$ cat config.mk
export PLATFORM = sky130hd
export DESIGN_NAME = intersection_controller
export DESIGN_NICKNAME = d
export VERILOG_FILES = /design/src/rtl/intersection_controller.sv
export SDC_FILE = /design/constraint.sdc
export NUM_CORES = 1
export LEC_CHECK = 0
export CAP_MARGIN = 30
export CORE_ASPECT_RATIO = 1.4
export CORE_MARGIN = 2
export CORE_UTILIZATION = 58
export CTS_CLUSTER_DIAMETER = 30
export DETAILED_ROUTE_END_ITERATION = 10
export GPL_TIMING_DRIVEN = 0
export PLACE_DENSITY = 0.95
export SETUP_SLACK_MARGIN = 0.5
export SLEW_MARGIN = 20
export SYNTH_ARGS = -nofsm -noshare
export SYNTH_HDL_FRONTEND = slang
export SYNTH_SLANG_ARGS = --single-unit
export TNS_END_PERCENT = 30
$ cat constraint.sdc
create_clock -name clk -period 5.19 [get_ports clk]
set_input_delay 0.7785 -clock clk [delete_from_list [all_inputs] [get_ports clk]]
set_output_delay 0.7785 -clock clk [all_outputs]
set_load 0.02 [all_outputs]
$ cat src/rtl/intersection_controller.sv
// Two-road intersection signal controller (main road NS, side road EW) with a
// pedestrian walk phase. NS rests on green and yields to a sensed EW car or a
// latched pedestrian request. Phase lengths are counted in clk cycles. Lamp
// outputs are registered and decoded from the next state, so they change on
// the same edge as the state register.
module intersection_controller #(
  parameter int TW     = 8,   // phase timer width; every duration must be < 2**TW
  parameter int NS_MIN = 20,  // minimum NS green, cycles
  parameter int EW_T   = 16,  // EW green, cycles (fixed)
  parameter int YEL_T  = 4,   // yellow on either road, cycles
  parameter int RED_T  = 2,   // all-red clearance, cycles
  parameter int PED_T  = 10   // pedestrian walk, cycles
) (
  input  logic       clk,
  input  logic       reset,      // asynchronous, active-low
  input  logic       ew_car,
  input  logic       ped_req,
  output logic       ns_red,
  output logic       ns_yellow,
  output logic       ns_green,
  output logic       ew_red,
  output logic       ew_yellow,
  output logic       ew_green,
  output logic       ped_walk,
  output logic       ped_wait,
  output logic [2:0] phase
);

  // State codes are visible on the phase output; code 7 is unused and
  // recovers to NS_GRN on the next edge.
  typedef enum logic [2:0] {
    NS_GRN   = 3'd0,
    NS_YEL   = 3'd1,
    RED_A    = 3'd2,
    EW_GRN   = 3'd3,
    EW_YEL   = 3'd4,
    RED_B    = 3'd5,
    PED_WALK = 3'd6
  } state_t;

  // One bit per lamp; each road is one-hot in every legal state.
  typedef struct packed {
    logic ns_red;
    logic ns_yellow;
    logic ns_green;
    logic ew_red;
    logic ew_yellow;
    logic ew_green;
    logic ped_walk;
  } lamps_t;

  // Last timer value of each phase: a phase of D cycles counts 0..D-1.
  localparam logic [TW-1:0] NS_LAST  = TW'(NS_MIN - 1);
  localparam logic [TW-1:0] EW_LAST  = TW'(EW_T - 1);
  localparam logic [TW-1:0] YEL_LAST = TW'(YEL_T - 1);
  localparam logic [TW-1:0] RED_LAST = TW'(RED_T - 1);
  localparam logic [TW-1:0] PED_LAST = TW'(PED_T - 1);

  localparam lamps_t RESET_LAMPS = '{ns_green: 1'b1, ew_red: 1'b1, default: 1'b0};

  state_t        state;
  state_t        next_state;
  logic [TW-1:0] timer;
  logic [TW-1:0] last;
  logic          done;
  logic          ped_latch;
  lamps_t        lamps_d;
  lamps_t        lamps_q;

  // Select the final timer count of the current phase.
  // NOTE: every always_comb output gets a default first, so no path can leave it unassigned and infer a latch.
  always_comb begin
    last = '0;
    case (state)
      NS_GRN:   last = NS_LAST;
      NS_YEL:   last = YEL_LAST;
      RED_A:    last = RED_LAST;
      EW_GRN:   last = EW_LAST;
      EW_YEL:   last = YEL_LAST;
      RED_B:    last = RED_LAST;
      PED_WALK: last = PED_LAST;
      default:  last = '0;
    endcase
  end

  assign done = (timer == last);

  // Next-state decision; a phase can only be left on its done cycle.
  always_comb begin
    next_state = state;
    case (state)
      NS_GRN:   if (done && (ew_car || ped_latch)) next_state = NS_YEL;
      NS_YEL:   if (done) next_state = RED_A;
      RED_A:    if (done) next_state = ped_latch ? PED_WALK : EW_GRN;
      EW_GRN:   if (done) next_state = EW_YEL;
      EW_YEL:   if (done) next_state = RED_B;
      PED_WALK: if (done) next_state = RED_B;
      RED_B:    if (done) next_state = NS_GRN;
      default:  next_state = NS_GRN;
    endcase
  end

  // Lamp pattern for the state about to be entered.
  always_comb begin
    lamps_d = '0;
    case (next_state)
      NS_GRN:   begin lamps_d.ns_green  = 1'b1; lamps_d.ew_red    = 1'b1; end
      NS_YEL:   begin lamps_d.ns_yellow = 1'b1; lamps_d.ew_red    = 1'b1; end
      EW_GRN:   begin lamps_d.ns_red    = 1'b1; lamps_d.ew_green  = 1'b1; end
      EW_YEL:   begin lamps_d.ns_red    = 1'b1; lamps_d.ew_yellow = 1'b1; end
      RED_A,
      RED_B:    begin lamps_d.ns_red    = 1'b1; lamps_d.ew_red    = 1'b1; end
      PED_WALK: begin
        lamps_d.ns_red   = 1'b1;
        lamps_d.ew_red   = 1'b1;
        lamps_d.ped_walk = 1'b1;
      end
      default:  lamps_d = RESET_LAMPS;
    endcase
  end

  // State, phase timer, pedestrian latch and registered lamps.
  // NOTE: reset is asynchronous so the lamps fall back to the safe NS-green pattern without waiting for a clock edge.
  always_ff @(posedge clk or negedge reset) begin
    if (!reset) begin
      state     <= NS_GRN;
      timer     <= '0;
      ped_latch <= 1'b0;
      lamps_q   <= RESET_LAMPS;
    end else begin
      // NOTE: non-blocking assignments make every register here see the pre-edge values of the others.
      state   <= next_state;
      lamps_q <= lamps_d;

      // Restart on a state change; a done NS green holds its count while it waits.
      if (next_state != state) begin
        timer <= '0;
      end else if (!done) begin
        timer <= timer + TW'(1);
      end

      // Clearing on entry to the walk phase beats a request on that same edge.
      if (next_state == PED_WALK && state != PED_WALK) begin
        ped_latch <= 1'b0;
      end else if (ped_req) begin
        ped_latch <= 1'b1;
      end
    end
  end

  assign ns_red    = lamps_q.ns_red;
  assign ns_yellow = lamps_q.ns_yellow;
  assign ns_green  = lamps_q.ns_green;
  assign ew_red    = lamps_q.ew_red;
  assign ew_yellow = lamps_q.ew_yellow;
  assign ew_green  = lamps_q.ew_green;
  assign ped_walk  = lamps_q.ped_walk;
  assign ped_wait  = ped_latch;
  assign phase     = state;

endmodule
Word-level counts from Yosys, hierarchy flattened

Index checks and enable logic that the tools add are counted.

Bits of input ports: 4
Register bits after elaboration: 19
Output and inout port bits: 11
Word-level logic and storage cells: 58

Add/sub/neg operators: 1
Muxes and demuxes: 20
Reduce and logical (&&, ||, !) cells: 11
Eq/ne operators: 16

Operators by type and width:

| kind                                                             | number |
|---|---|
| 5-bit one-hot mux with 5 select lines                            | 1 |
| 3-bit two-way mux                                                | 7 |
| 3-bit == test (second input constant)                            | 6 |
| 3-bit one-hot mux with 6 select lines                            | 1 |
| 8-bit two-way mux                                                | 2 |
| 3-bit by 2-bit == test with 1-bit output (second input constant) | 4 |
| 1-bit two-way mux                                                | 9 |
| 8-bit by 1-bit adder with 8-bit output (second input constant)   | 1 |
| 8-bit == test                                                    | 1 |
| 2-bit OR reduction                                               | 4 |
| 3-bit by 1-bit == test with 1-bit output (second input constant) | 2 |
| 6-bit OR reduction                                               | 1 |
| 5-bit OR reduction                                               | 1 |
| 3-bit zero test                                                  | 1 |
| 3-bit != test                                                    | 1 |
| 3-bit != test (second input constant)                            | 1 |
| 1-bit logical AND                                                | 2 |
| 2-bit by 1-bit != test with 1-bit output (second input constant) | 1 |
| 2-bit nonzero test                                               | 1 |
| 1-bit logical OR                                                 | 1 |

Longest topological paths before layout

Word-level depth: 10
Depth in mapped cells: 7
Mapped depth without buffers: 6

Worst setup path before layout

Ideal clock, no wire load.

Kind: flip-flop to flip-flop
From: register state[1], in the netlist phase[1]
To: register lamps_q (netlist bit ns_yellow)
Arrival time: 2257 ps
Period minus slack after synthesis: 2343 ps
Library setup time: 87 ps
Setup slack: 2847 ps
Stages on the path, launching flop included: 7
Cell sequence: dfrtp_1 > buf_6 > mux2_2 > a221o_1 > a221o_1 > or4_1 > a211oi_2

RTL lines:

| item                   | line | source |
|---|---|---|
| from (decl)            | 61   | `state_t state;` |
| from (signal assigned) | 132  | `state <= next_state;` |
| to (signal assigned)   | 133  | `lamps_q <= lamps_d;` |
| to (decl)              | 68   | `lamps_t lamps_q;` |

Final worst setup path

From: register state[1], in the netlist phase[1]
To: register state[2], in the netlist phase[2]

Longest elaborated chain between the ends: 7

RTL lines:

| item                                        | line   | source |
|---|---|---|
| 3-bit == test, or another cell as far along | 74, 91 |  |
| 2-bit OR reduction (no line)                | --     |  |
| 5-bit one-hot mux with 5 select lines       | 74     | `case (state)` |
| 8-bit == test                               | 86     | `assign done = (timer == last);` |
| 1-bit logical AND                           | 92     | `NS_GRN: if (done && (ew_car \|\| ped_latch)) next_state = NS_YEL;` |
| 3-bit two-way mux                           | 92     |  |
| 3-bit one-hot mux with 6 select lines *     | 91     | `case (state)` |
| named net next_state[2]                     | 62     | `state_t next_state;` |

The timed path passes the listed nets; every way through them passes the cells marked *.
A chain may end at the register's enable or synchronous reset.

==> metrics.txt <==
via count 1129; drt wl/cell 16.6 um; pin count of the biggest net entering global routing 20; clk_skew 0.00131 ns; Min Hold Slack 0.551 ns; Hold Path Class reg2reg; layout overhead on the synthesized area 16.3%; first-pass GRT wire length 4740 um; RSZ-0062 raised after global routing false; total routed wirelength 2870 um; CP arrival 2.81 ns; Yosys reg bits 19; final setup TNS 0 ns; worst vdd ir 0.404 mV; post-synthesis sequential area ratio 40.5%; post-synth net total 139; Netlist cell types 44; CTS root buf clkbuf_4; Fin. Hold Viols 0; largest cells by area after synthesis dfrtp_1 (36%), dfstp_2 (4.5%), a21oi_1 (4.2%), nand2_1 (3.8%), o21ai_0 (3.4%); Final setup violation count 0; initial core utilization 60.5%; drt first-iter violations 52; Synth Cell Area 0.00118 mm2; post_cts resized 0; CTS Buffer Depth 2; First-pass DRT Iterations 4; synth warn 0; initial antenna violation count 0; status completed; Filler cells 151; Multi-input gate area 648 um2; P_leak 0.521 nW; Max-Cap Viols 0; Buffers on Ports 14; Via density 6.53; Mapped Cells 134; total CTS buffers 3; Final GP Congestion 0.959; CP required 5.39 ns; area leader, netlist dfrtp_1; Crit Path Max Fanout 10; Synth async-reset ratio 100%; clock slew seen by the registers of the worst setup and hold paths 0.10 ns; Post-DP HPWL 2080 um; Tcrit/Tclk final 50.3%; top-area cell type share of the netlist area 36.1%; Hold Buf Count CTS 0; Startpoint Class flip-flop; final slew viol count 0; Nets 158; Post-synth EDFFs 0; htree depth 1; CTS tree yes; Routed Antenna Nets 0; Peak Freq 383 MHz; Inserted Diodes 0; post-route minimum period 2.61 ns; die area 0.00242 mm2; clock sinks 19; Avg Cell Area, Syn 8.81 um2; Register Area 478 um2; post-CTS setup buffers 0; Most used DFF post-synth dfrtp_1; top cells by count, synth dfrtp_1 (17), nand2_1 (12), a21oi_1 (10), o21ai_0 (8), clkbuf_1 (7); CORE AREA 0.00195 mm2; GR Util All Layers 25.3%; Die X 42.1 um; grt ovf 0; Power Dens Cells 574 mW/mm2; Slew HR 44.5%; vias in the first global route 1064; Ports 15; Worst setup EP type flip-flop; CP Class reg2reg; row count 19; most common cell in the netlist dfrtp_1; Skew-Pair Late Insertion Delay 0.29 ns; Slew @ Worst Pin 0.831 ns; Die Y-Extent 57.4 um; share of layout cells above drive strength 1 7.89%; drt drc 0
[stage by stage]
step           cell area [um2]  utilization [%]  worst slack, ns  power (mW)  std cells
3_5_place_dp              1350             69.1             2.69       0.703        169
6_report                  1370             70.4             2.58       0.787        173
4_1_cts                   1370             70.4             2.65       0.779        173
5_1_grt                   1370             70.4             2.37       0.839        173
2_1_floorplan             1180                -             2.85       0.566        134
3_3_place_gp              1350             69.1             2.76       0.690        169
[layout make-up]
cell class	instances	area share (%)
repair buffers	14	10.2
clock buffers	4	1.91
inverters	3	0.820
flip-flops and latches	19	34.8
well taps	21	1.91
plain buffers	9	3.10
multi-input cells	103	47.2
[layer usage]
| metal | track usage [%] | share of wire [%] | up-vias |
|---|---|---|---|
| li1 | - | - | 536 |
| met1 | 28.4 | 39 | 534 |
| met2 | 45.8 | 53 | 49 |
| met3 | 4.75 | 5.6 | 10 |
| met4 | 11.6 | 2.2 | 0 |
| met5 | 0 | 0 | - |
[critical path, cell delays in order, from the launching register on]
cell      delay, ns
dfrtp_1        0.41
buf_6          0.14
mux2_2         0.27
a221o_1        0.38
a221oi_1       0.46
clkbuf_1       0.42
nand2_1        0.18
o211ai_1       0.26
[path summary, 6_finish.rpt]
path	cells past startpoint	slack, ns	end	from
max	7	2.58	phase[2]$_DFF_PN0_	phase[1]$_DFF_PN0_
min	2	0.55	timer[7]$_DFFE_PN0P_	timer[7]$_DFFE_PN0P_
max reg2reg	7	2.58	phase[2]$_DFF_PN0_	phase[1]$_DFF_PN0_
min reg2reg	2	0.55	timer[7]$_DFFE_PN0P_	timer[7]$_DFFE_PN0P_
max in group asynchronous	1	3.73	timer[3]$_DFFE_PN0P_	reset
min in group asynchronous	1	0.95	ew_yellow$_DFF_PN0_	reset
[where the power goes]
group	total, mW	internal, mW	switching [mW]
Clock	0.0736	0.0299	0.0437
Sequential	0.241	0.196	0.0448
Combinational	0.473	0.185	0.288
Total	0.787	0.411	0.376
[sequential cells by signal, summed over array words and instances (netlist names)]
register and flops:
ew_yellow 1, ew_green 1, ns_green 1, ew_red 1, ped_wait 1, ns_yellow 1, timer 8, ns_red 1
phase 3, ped_walk 1
[cells in the final DEF (no fill, tap or decap), drive strengths merged, types with 2 or more instances in the layout]
cell type      count
inv                3
a21o               2
o22ai              3
nand2             12
nor2b              4
a21oi             10
a221o              2
buf                2
or3                3
nand3              5
a211oi             2
clkdlybuf4s50     14
o211ai             5
xor2               2
or4                2
xnor2              4
nor2               6
o21ai             11
a221oi             3
dfstp              2
and3               2
dfrtp             17
a22oi              3
clkbuf            11
nand2b             2
nor3               4
[cells by family (layout without fill, tap and decap cells)]
| kind of cell | Yosys count | count (layout) | share of synthesized area (%) |
|---|---|---|---|
| buf+inv | 12 | 30 | 4.56 |
| fa+ha+maj | 1 | 1 | 1.06 |
| mux | 1 | 1 | 0.954 |
| simple gates | 45 | 45 | 19.6 |
| flops | 19 | 19 | 40.5 |
| xor+xnor | 6 | 6 | 4.45 |
| compound gates | 50 | 50 | 28.8 |
Note: power is estimated with default switching activity, not from simulation.
